## src/rtl/vcmd_pkg.sv

```systemverilog
// rtl/vcmd_pkg.sv - shared constants and types for the VGA command path
package vcmd_pkg;

  // Opcodes shared with the command decoder
  localparam logic [7:0] OP_NOOP     = 8'h00;
  localparam logic [7:0] OP_BUF_SWAP = 8'h01;
  localparam logic [7:0] OP_SET_X    = 8'h20;
  localparam logic [7:0] OP_SET_Y    = 8'h30;
  localparam logic [7:0] OP_WRITE_NU = 8'h42;
  localparam logic [7:0] OP_WRITE_NP = 8'h43;

  // FIFO entry: first-of-frame tag plus data byte
  localparam int FIFO_EW = 9;

  // Receive FSM encodings
  localparam logic [0:0] ST_IDLE  = 1'b0;
  localparam logic [0:0] ST_SHIFT = 1'b1;

  typedef struct packed {
    logic       tag;
    logic [7:0] data;
  } fifo_entry_t;

endpackage

```

## src/rtl/vcmd_spi_rx_if.sv

```systemverilog
// rtl/vcmd_spi_rx_if.sv - SPI and command-byte signals of vcmd_spi_rx (VCMD_SPI_MISO_EN adds spi_miso)
interface vcmd_spi_rx_if #(
  parameter int FIFO_AW = 3
);
  logic               spi_sck;
  logic               spi_mosi;
  logic               spi_cs_n;
  logic               cmd_ready;
  logic               cmd_recv;
  logic               cmd_recv_int;
  logic [7:0]         cmd_in;
  logic               overflow;
  logic [FIFO_AW:0]   fifo_level;
`ifdef VCMD_SPI_MISO_EN
  logic               spi_miso;

  modport master (
    output spi_sck, spi_mosi, spi_cs_n, cmd_ready,
    input  cmd_recv, cmd_recv_int, cmd_in, overflow, fifo_level, spi_miso
  );

  modport slave (
    input  spi_sck, spi_mosi, spi_cs_n, cmd_ready,
    output cmd_recv, cmd_recv_int, cmd_in, overflow, fifo_level, spi_miso
  );
`else
  modport master (
    output spi_sck, spi_mosi, spi_cs_n, cmd_ready,
    input  cmd_recv, cmd_recv_int, cmd_in, overflow, fifo_level
  );

  modport slave (
    input  spi_sck, spi_mosi, spi_cs_n, cmd_ready,
    output cmd_recv, cmd_recv_int, cmd_in, overflow, fifo_level
  );
`endif
endinterface

```

## src/rtl/vcmd_byte_fifo.sv

```systemverilog
// rtl/vcmd_byte_fifo.sv - parameterised synchronous FIFO with push/pop/full/empty/level
module vcmd_byte_fifo #(
  parameter int AW = 3,
  parameter int DW = 9
) (
  input  logic          i_clk,
  input  logic          i_reset,
  input  logic          i_push,
  input  logic [DW-1:0] i_push_data,
  input  logic          i_pop,
  output logic [DW-1:0] o_pop_data,
  output logic          o_full,
  output logic          o_empty,
  output logic [AW:0]   o_level
);
  logic [DW-1:0] r_mem [2**AW];
  logic [AW:0]   r_wptr;
  logic [AW:0]   r_rptr;
  logic          w_do_push;
  logic          w_do_pop;

  assign o_empty    = (r_wptr == r_rptr);
  assign o_full     = (r_wptr[AW] != r_rptr[AW]) && (r_wptr[AW-1:0] == r_rptr[AW-1:0]);
  assign o_level    = r_wptr - r_rptr;
  assign o_pop_data = r_mem[r_rptr[AW-1:0]];
  assign w_do_pop   = i_pop && !o_empty;
  // A pop in the same cycle frees the slot, so a push at full is still taken
  assign w_do_push  = i_push && (!o_full || w_do_pop);

  // Storage write; no reset needed since pointers gate visibility
  always_ff @(posedge i_clk) begin
    if (w_do_push) begin
      r_mem[r_wptr[AW-1:0]] <= i_push_data;
    end
  end

  // Pointer advance on accepted push/pop
  always_ff @(posedge i_clk) begin
    if (i_reset) begin
      r_wptr <= '0;
      r_rptr <= '0;
    end else begin
      if (w_do_push) r_wptr <= r_wptr + {{AW{1'b0}}, 1'b1};
      if (w_do_pop)  r_rptr <= r_rptr + {{AW{1'b0}}, 1'b1};
    end
  end
endmodule

```

## src/rtl/vcmd_spi_rx.sv

```systemverilog
// rtl/vcmd_spi_rx.sv - SPI mode-0 byte receiver feeding the command decoder (VCMD_SPI_MISO_EN adds status readback)
module vcmd_spi_rx
  import vcmd_pkg::*;
#(
  parameter int FIFO_AW     = 3,
  parameter int SYNC_STAGES = 2
) (
  input  logic           i_clk,
  input  logic           i_reset,
  vcmd_spi_rx_if.slave   bus
);
  logic [SYNC_STAGES-1:0] r_sck_sync;
  logic [SYNC_STAGES-1:0] r_mosi_sync;
  logic [SYNC_STAGES-1:0] r_csn_sync;
  logic                   r_sck_hist;
  logic                   r_csn_hist;
  logic                   w_sck;
  logic                   w_mosi;
  logic                   w_csn;
  logic                   w_sck_rise;
  logic                   w_cs_fall;

  logic [0:0]             r_state;
  logic [2:0]             r_bitcnt;
  logic [6:0]             r_shreg;
  logic                   r_first;
  logic                   r_push;
  fifo_entry_t            r_push_entry;

  fifo_entry_t            w_pop_entry;
  logic                   w_full;
  logic                   w_empty;
  logic [FIFO_AW:0]       w_level;
  logic                   w_pop;

  logic                   r_cmd_recv;
  logic                   r_cmd_recv_int;
  logic [7:0]             r_cmd_in;
  logic                   r_overflow;

  assign w_sck      = r_sck_sync[SYNC_STAGES-1];
  assign w_mosi     = r_mosi_sync[SYNC_STAGES-1];
  assign w_csn      = r_csn_sync[SYNC_STAGES-1];
  assign w_sck_rise = w_sck & ~r_sck_hist & ~w_csn;
  assign w_cs_fall  = ~w_csn & r_csn_hist;

  // Synchronisers; CsN chain clears low so a frame already open at reset release is not mistaken for a new CsFall
  always_ff @(posedge i_clk) begin
    if (i_reset) begin
      r_sck_sync  <= '0;
      r_mosi_sync <= '0;
      r_csn_sync  <= '0;
      r_sck_hist  <= 1'b0;
      r_csn_hist  <= 1'b0;
    end else begin
      r_sck_sync  <= {r_sck_sync[SYNC_STAGES-2:0], bus.spi_sck};
      r_mosi_sync <= {r_mosi_sync[SYNC_STAGES-2:0], bus.spi_mosi};
      r_csn_sync  <= {r_csn_sync[SYNC_STAGES-2:0], bus.spi_cs_n};
      r_sck_hist  <= w_sck;
      r_csn_hist  <= w_csn;
    end
  end

  // Receive FSM: assemble bytes MSB first, register the push toward the FIFO
  always_ff @(posedge i_clk) begin
    if (i_reset) begin
      r_state      <= ST_IDLE;
      r_bitcnt     <= 3'd0;
      r_shreg      <= 7'd0;
      r_first      <= 1'b0;
      r_push       <= 1'b0;
      r_push_entry <= '0;
    end else begin
      r_push <= 1'b0;
      case (r_state)
        ST_IDLE: begin
          r_bitcnt <= 3'd0;
          if (w_cs_fall) begin
            r_first <= 1'b1;
            r_state <= ST_SHIFT;
          end
        end
        ST_SHIFT: begin
          if (w_csn) begin
            r_bitcnt <= 3'd0;
            r_state  <= ST_IDLE;
          end else if (w_sck_rise) begin
            r_shreg  <= {r_shreg[5:0], w_mosi};
            r_bitcnt <= r_bitcnt + 3'd1;
            if (r_bitcnt == 3'd7) begin
              r_push       <= 1'b1;
              r_push_entry <= {r_first, r_shreg, w_mosi};
              r_first      <= 1'b0;
            end
          end
        end
        default: r_state <= ST_IDLE;
      endcase
    end
  end

  vcmd_byte_fifo #(
    .AW (FIFO_AW),
    .DW (FIFO_EW)
  ) u_fifo (
    .i_clk       (i_clk),
    .i_reset     (i_reset),
    .i_push      (r_push),
    .i_push_data (r_push_entry),
    .i_pop       (bus.cmd_ready),
    .o_pop_data  (w_pop_entry),
    .o_full      (w_full),
    .o_empty     (w_empty),
    .o_level     (w_level)
  );

  assign w_pop = bus.cmd_ready & ~w_empty;

  // Output strobe one cycle after pop; sticky overflow when a push finds the FIFO full with no pop
  always_ff @(posedge i_clk) begin
    if (i_reset) begin
      r_cmd_recv     <= 1'b0;
      r_cmd_recv_int <= 1'b0;
      r_cmd_in       <= 8'h00;
      r_overflow     <= 1'b0;
    end else begin
      r_cmd_recv     <= w_pop;
      r_cmd_recv_int <= w_pop & w_pop_entry.tag;
      if (w_pop) r_cmd_in <= w_pop_entry.data;
      if (r_push && w_full && !w_pop) r_overflow <= 1'b1;
    end
  end

  assign bus.cmd_recv     = r_cmd_recv;
  assign bus.cmd_recv_int = r_cmd_recv_int;
  assign bus.cmd_in       = r_cmd_in;
  assign bus.overflow     = r_overflow;
  assign bus.fifo_level   = w_level;

`ifdef VCMD_SPI_MISO_EN
  logic [7:0] r_miso_sh;
  logic       w_sck_fall;

  assign w_sck_fall = ~w_sck & r_sck_hist & ~w_csn;

  // Status byte loaded at frame start, shifted on each SCK falling edge
  always_ff @(posedge i_clk) begin
    if (i_reset) begin
      r_miso_sh <= 8'h00;
    end else if (w_cs_fall) begin
      r_miso_sh <= {r_overflow, 3'b000, 4'(w_level)};
    end else if (w_sck_fall) begin
      r_miso_sh <= {r_miso_sh[6:0], 1'b0};
    end
  end

  assign bus.spi_miso = ~w_csn & r_miso_sh[7];
`endif
endmodule
```

## src/flat_wrapper.sv

```systemverilog
// flat-port wrapper written by rule: the top's interface ports become plain ports
module vcmd_spi_rx_flat import vcmd_pkg::*;
#(
  parameter int FIFO_AW     = 3,
  parameter int SYNC_STAGES = 2
)
  (i_clk, i_reset, bus_spi_sck, bus_spi_mosi, bus_spi_cs_n, bus_cmd_ready, bus_cmd_recv, bus_cmd_recv_int, bus_cmd_in, bus_overflow, bus_fifo_level);
  vcmd_spi_rx_if #(.FIFO_AW(FIFO_AW)) bus_i ();
  input  logic i_clk;
  input  logic i_reset;
  input wire logic [$bits(bus_i.spi_sck)-1:0] bus_spi_sck;
  input wire logic [$bits(bus_i.spi_mosi)-1:0] bus_spi_mosi;
  input wire logic [$bits(bus_i.spi_cs_n)-1:0] bus_spi_cs_n;
  input wire logic [$bits(bus_i.cmd_ready)-1:0] bus_cmd_ready;
  output wire logic [$bits(bus_i.cmd_recv)-1:0] bus_cmd_recv;
  output wire logic [$bits(bus_i.cmd_recv_int)-1:0] bus_cmd_recv_int;
  output wire logic [$bits(bus_i.cmd_in)-1:0] bus_cmd_in;
  output wire logic [$bits(bus_i.overflow)-1:0] bus_overflow;
  output wire logic [$bits(bus_i.fifo_level)-1:0] bus_fifo_level;
  assign bus_i.spi_sck = bus_spi_sck;
  assign bus_i.spi_mosi = bus_spi_mosi;
  assign bus_i.spi_cs_n = bus_spi_cs_n;
  assign bus_i.cmd_ready = bus_cmd_ready;
  assign bus_cmd_recv = bus_i.cmd_recv;
  assign bus_cmd_recv_int = bus_i.cmd_recv_int;
  assign bus_cmd_in = bus_i.cmd_in;
  assign bus_overflow = bus_i.overflow;
  assign bus_fifo_level = bus_i.fifo_level;
  vcmd_spi_rx #(.FIFO_AW(FIFO_AW), .SYNC_STAGES(SYNC_STAGES)) u_core (.i_clk(i_clk), .i_reset(i_reset), .bus(bus_i));
endmodule
```

## config.mk

```make
export PLATFORM = sky130hd
export DESIGN_NAME = vcmd_spi_rx_flat
export DESIGN_NICKNAME = d
export VERILOG_FILES = /design/src/rtl/vcmd_pkg.sv /design/src/rtl/vcmd_spi_rx_if.sv /design/src/rtl/vcmd_byte_fifo.sv /design/src/rtl/vcmd_spi_rx.sv /design/src/flat_wrapper.sv
export SDC_FILE = /design/constraint.sdc
export NUM_CORES = 1
export LEC_CHECK = 0
export CORE_UTILIZATION = 55
export DETAILED_ROUTE_END_ITERATION = 6
export PLACE_DENSITY = 0.69
export SYNTH_ARGS = -nofsm -noshare
export SYNTH_HDL_FRONTEND = slang
export SYNTH_HIERARCHICAL = 1
export SYNTH_SLANG_ARGS = --single-unit
```

## constraint.sdc

```tcl
create_clock -name i_clk -period 5.7 [get_ports i_clk]
set_input_delay 1.14 -clock i_clk [delete_from_list [all_inputs] [get_ports i_clk]]
set_output_delay 1.14 -clock i_clk [all_outputs]
set_load 0.01 [all_outputs]
```

==> impl_metrics.csv <==
group,metric,value,unit
run_status,status,"finished clean",
floorplanning,dieArea,9330,µm²
pwr,leakage,2.03,nW
floorplanning,initial_core_util,56.7,%
clock_network,cts_resized,0,
final_layout,mostFrequentLayoutCells,"edfxtp_1 (72), dfxtp_1 (52), nor2_1 (27)",
final_layout,instances_no_fill,469,
timing,clock.fmax,280,MHz
floorplanning,core-area,8680,µm²
route,avgRoutedWirePerCell,17.2,µm
run,maxCapViolations,0,
timing,tns,0,ps
route,drt_wl_total,8090,µm
place,dpl.hpwl,5020,µm
setup_path,slowest_stage,"clkdlybuf4s50_1",
pwr,power_density,350,nW/µm²
timing,min_period,3580,ps
min_path,min_path_type,"flop to flop",
timing,slew_headroom,15.4,%
final_layout,drive_gt1_share,14.7,%
timing,drv_slew,0,
route,num_vias,2593,
floorplanning,die_height,96.6,µm
synth,synth.distinct_cells,40,
floorplanning,die_w,96.6,µm
final_layout,syn_to_final_growth,16.9,%
clock_network,clock_sinks,124,
setup_path,cp_cell_sequence,"inv_1 > ha_1 > fa_1 > xnor2_1 > clkdlybuf4s50_1",
global_route,grt_usage,19.7,%
synth,seq_area_frac_synth,65.1,%
final_layout,finish.utilization,66.3,%
setup_path,r2r_start,"u_core/u_fifo/r_wptr[0]$_SDFFE_PP0P_",
synth,synth.ff_latch_count,124,
pwr,ir_drop,0.212,mV
clock_network,cts_tree,"built",
clock_network,cts_buffer_depth,2,
synth,syn_avg_cell_area,15.1,µm²
min_path,holdPathEnd,"u_core/r_sck_sync[1]$_SDFF_PP0_",
timing,fin_ws,2120,ps
clock_network,post_cts_buffers,0,
final_layout,fin_nets,362,
place,numPortBuffers,20,
timing,tightest_slew,1260,ps
global_route,grt_remaining_overflow,0,
route,antenna_left,0,
global_route,antenna_found_initial,0,
floorplanning,io_pins,21,
synth,netlist_area,4920,µm²
final_layout,final_common_cell,"edfxtp_1",
floorplanning,core.rowCount,34,
timing,clock_skew,10.2,ps
setup_path,crit_required,4560,ps
final_layout,final.fill_count,626,
clock_network,clk_latency,500,ps
setup_path,crit_fanout,6,
place,dp.cells,437,
clock_network,cts-htree-levels,4,
synth,syn_nets,340,
setup_path,max_stage_delay,550,ps
synth,yosysWarnings,6,
setup_path,worstSetupPathType,"flop to output pin",
setup_path,r2r_end,"u_core/u_fifo/r_mem[0][3]$_DFFE_PP_",
setup_path,r2r_cells,6,
min_path,min_from,"u_core/r_sck_sync[0]$_SDFF_PP0_",
clock_network,holdBufCountCts,0,
final_layout,antennaDiodeCount,0,
synth,syn_inst,326,
place,place_ws,2060,ps
setup_path,arrival,2440,ps
clock_network,clkTransAtPathRegs,50,ps
setup_path,startpoint_type,"flop",
setup_path,r2r_slack,2810,ps
timing,setup_violations,0,
min_path,hold_depth,1,
route,vias_per_cell,5.53,
route,drc_errors,0,
timing,finalHoldViolCount,0,
synth,synth_edf_count,72,
setup_path,end_kind,"output pin",
synth,yosys_most_used_dff,"edfxtp_1",
timing,rsz0062_at_grt,"no",
global_route,grt_pass1_vias,2474,
clock_network,cts_root_buf,"clkbuf_8",
synth,async_flop_share,0,%
place,gp_congestion,0.767,
route,drt_iter0_drc,200,
route,drt_first_pass_iters,4,
global_route,grt_pass1_wl,12800,µm
global_route,grt_start_max_net_pins,58,
timing,min_period_over_period,62.7,%
clock_network,cts_made_buffers,17,
## synthesized netlist by cell type, types with 2 or more instances
cell / count / share of area, %
nor2_1: 27 / 2.1
mux2_2: 9 / 2.1
o21ai_0: 3 / 0.31
a21oi_1: 10 / 1.0
nand4b_1: 8 / 1.4
buf_6: 4 / 0.92
mux2i_1: 11 / 2.2
nand2b_1: 12 / 1.5
buf_1: 2 / 0.15
nand3_1: 4 / 0.41
dfxtp_1: 52 / 21
nor3_1: 5 / 0.51
buf_2: 2 / 0.20
mux4_1: 18 / 9.6
edfxtp_1: 72 / 44
nand2_1: 20 / 1.5
clkbuf_1: 8 / 0.61
xnor2_1: 5 / 0.89
nor2b_1: 10 / 1.3
o21ai_2: 9 / 1.6
xor2_1: 4 / 0.71
ha_1: 7 / 1.8
inv_1: 7 / 0.53
## sequential cells by signal (all words and copies together), names as in the netlist, 2 cells and up, named ones only
signal                count
u_core/u_fifo/r_mem      72
u_core/r_push_entry       9
u_core/bus.cmd_in         8
u_core/r_shreg            7
u_core/u_fifo/r_rptr      4
u_core/u_fifo/r_wptr      4
u_core/r_bitcnt           3
u_core/r_csn_sync         2
u_core/r_mosi_sync        2
u_core/r_sck_sync         2
## how the worst max path moves through the flow
stage,startpoint,endpoint,slack [ps],cells after the start
global placement,bus_cmd_ready,u_core/u_fifo/r_mem[3][6]$_DFFE_PP_,2270,4
global route,u_core/u_fifo/r_wptr[0]$_SDFFE_PP0P_,bus_fifo_level[2],2030,5
CTS,u_core/u_fifo/r_wptr[0]$_SDFFE_PP0P_,bus_fifo_level[2],2130,5
finish,u_core/u_fifo/r_wptr[0]$_SDFFE_PP0P_,bus_fifo_level[2],2120,5
detailed placement,bus_cmd_ready,u_core/u_fifo/r_mem[3][7]$_DFFE_PP_,2060,4
floorplan,bus_cmd_ready,u_core/u_fifo/r_mem[0][0]$_DFFE_PP_,3240,3
## logic make-up after synthesis
logic type,Yosys count,synth area share [%]
xor+xnor,10,1.93
buf+inv,24,2.82
flops,124,65.1
fa+ha+maj,8,2.19
simple gates,95,10.3
compound gates,27,3.79
mux,38,13.9
## where the power goes
group	leakage [nW]	switching, mW	internal [mW]
Sequential	1.17	0.00132	0.940
Combinational	0.561	0.00776	0.00724
Clock	0.293	0.368	0.691
Total	2.03	0.377	1.64
## final cells by class
class / count / area [µm²] / share of cell area (%)
Clock buffer: 24 / 536 / 9.31
Clock inverter: 8 / 72.6 / 1.26
Inverter: 7 / 26.3 / 0.457
Multi-Input combinational cell: 178 / 1580 / 27.5
Sequential cell: 124 / 3200 / 55.7
Tap cell: 108 / 135 / 2.35
Timing Repair Buffer: 20 / 195 / 3.39
## through the flow
stage	hold slack (ps)	power, mW	area (µm²)
after floorplan	414	0.970	4920
after global placement	419	0.975	5140
after detailed placement	427	0.976	5140
after CTS	440	2.04	5750
after global routing	448	2.08	5750
final	435	2.02	5750
## critical path, delay by kind of cell (launching register included)
kind	cells	cell delay [ps]
XOR/XNOR	1	140
adder cells (fa/ha/maj)	2	640
buffers and inverters	2	710
flip-flops	1	450
## layer usage
metal / vias to the layer above / GRT usage (%) / part of all wire, %
met1: 1272 / 25.7 / 47
met5: - / 0 / 0
met3: 8 / 5.87 / 3.4
met4: 0 / 9.80 / 1.2
li1: 1260 / - / -
met2: 53 / 30.0 / 48
(Power assumes the default switching activity.)
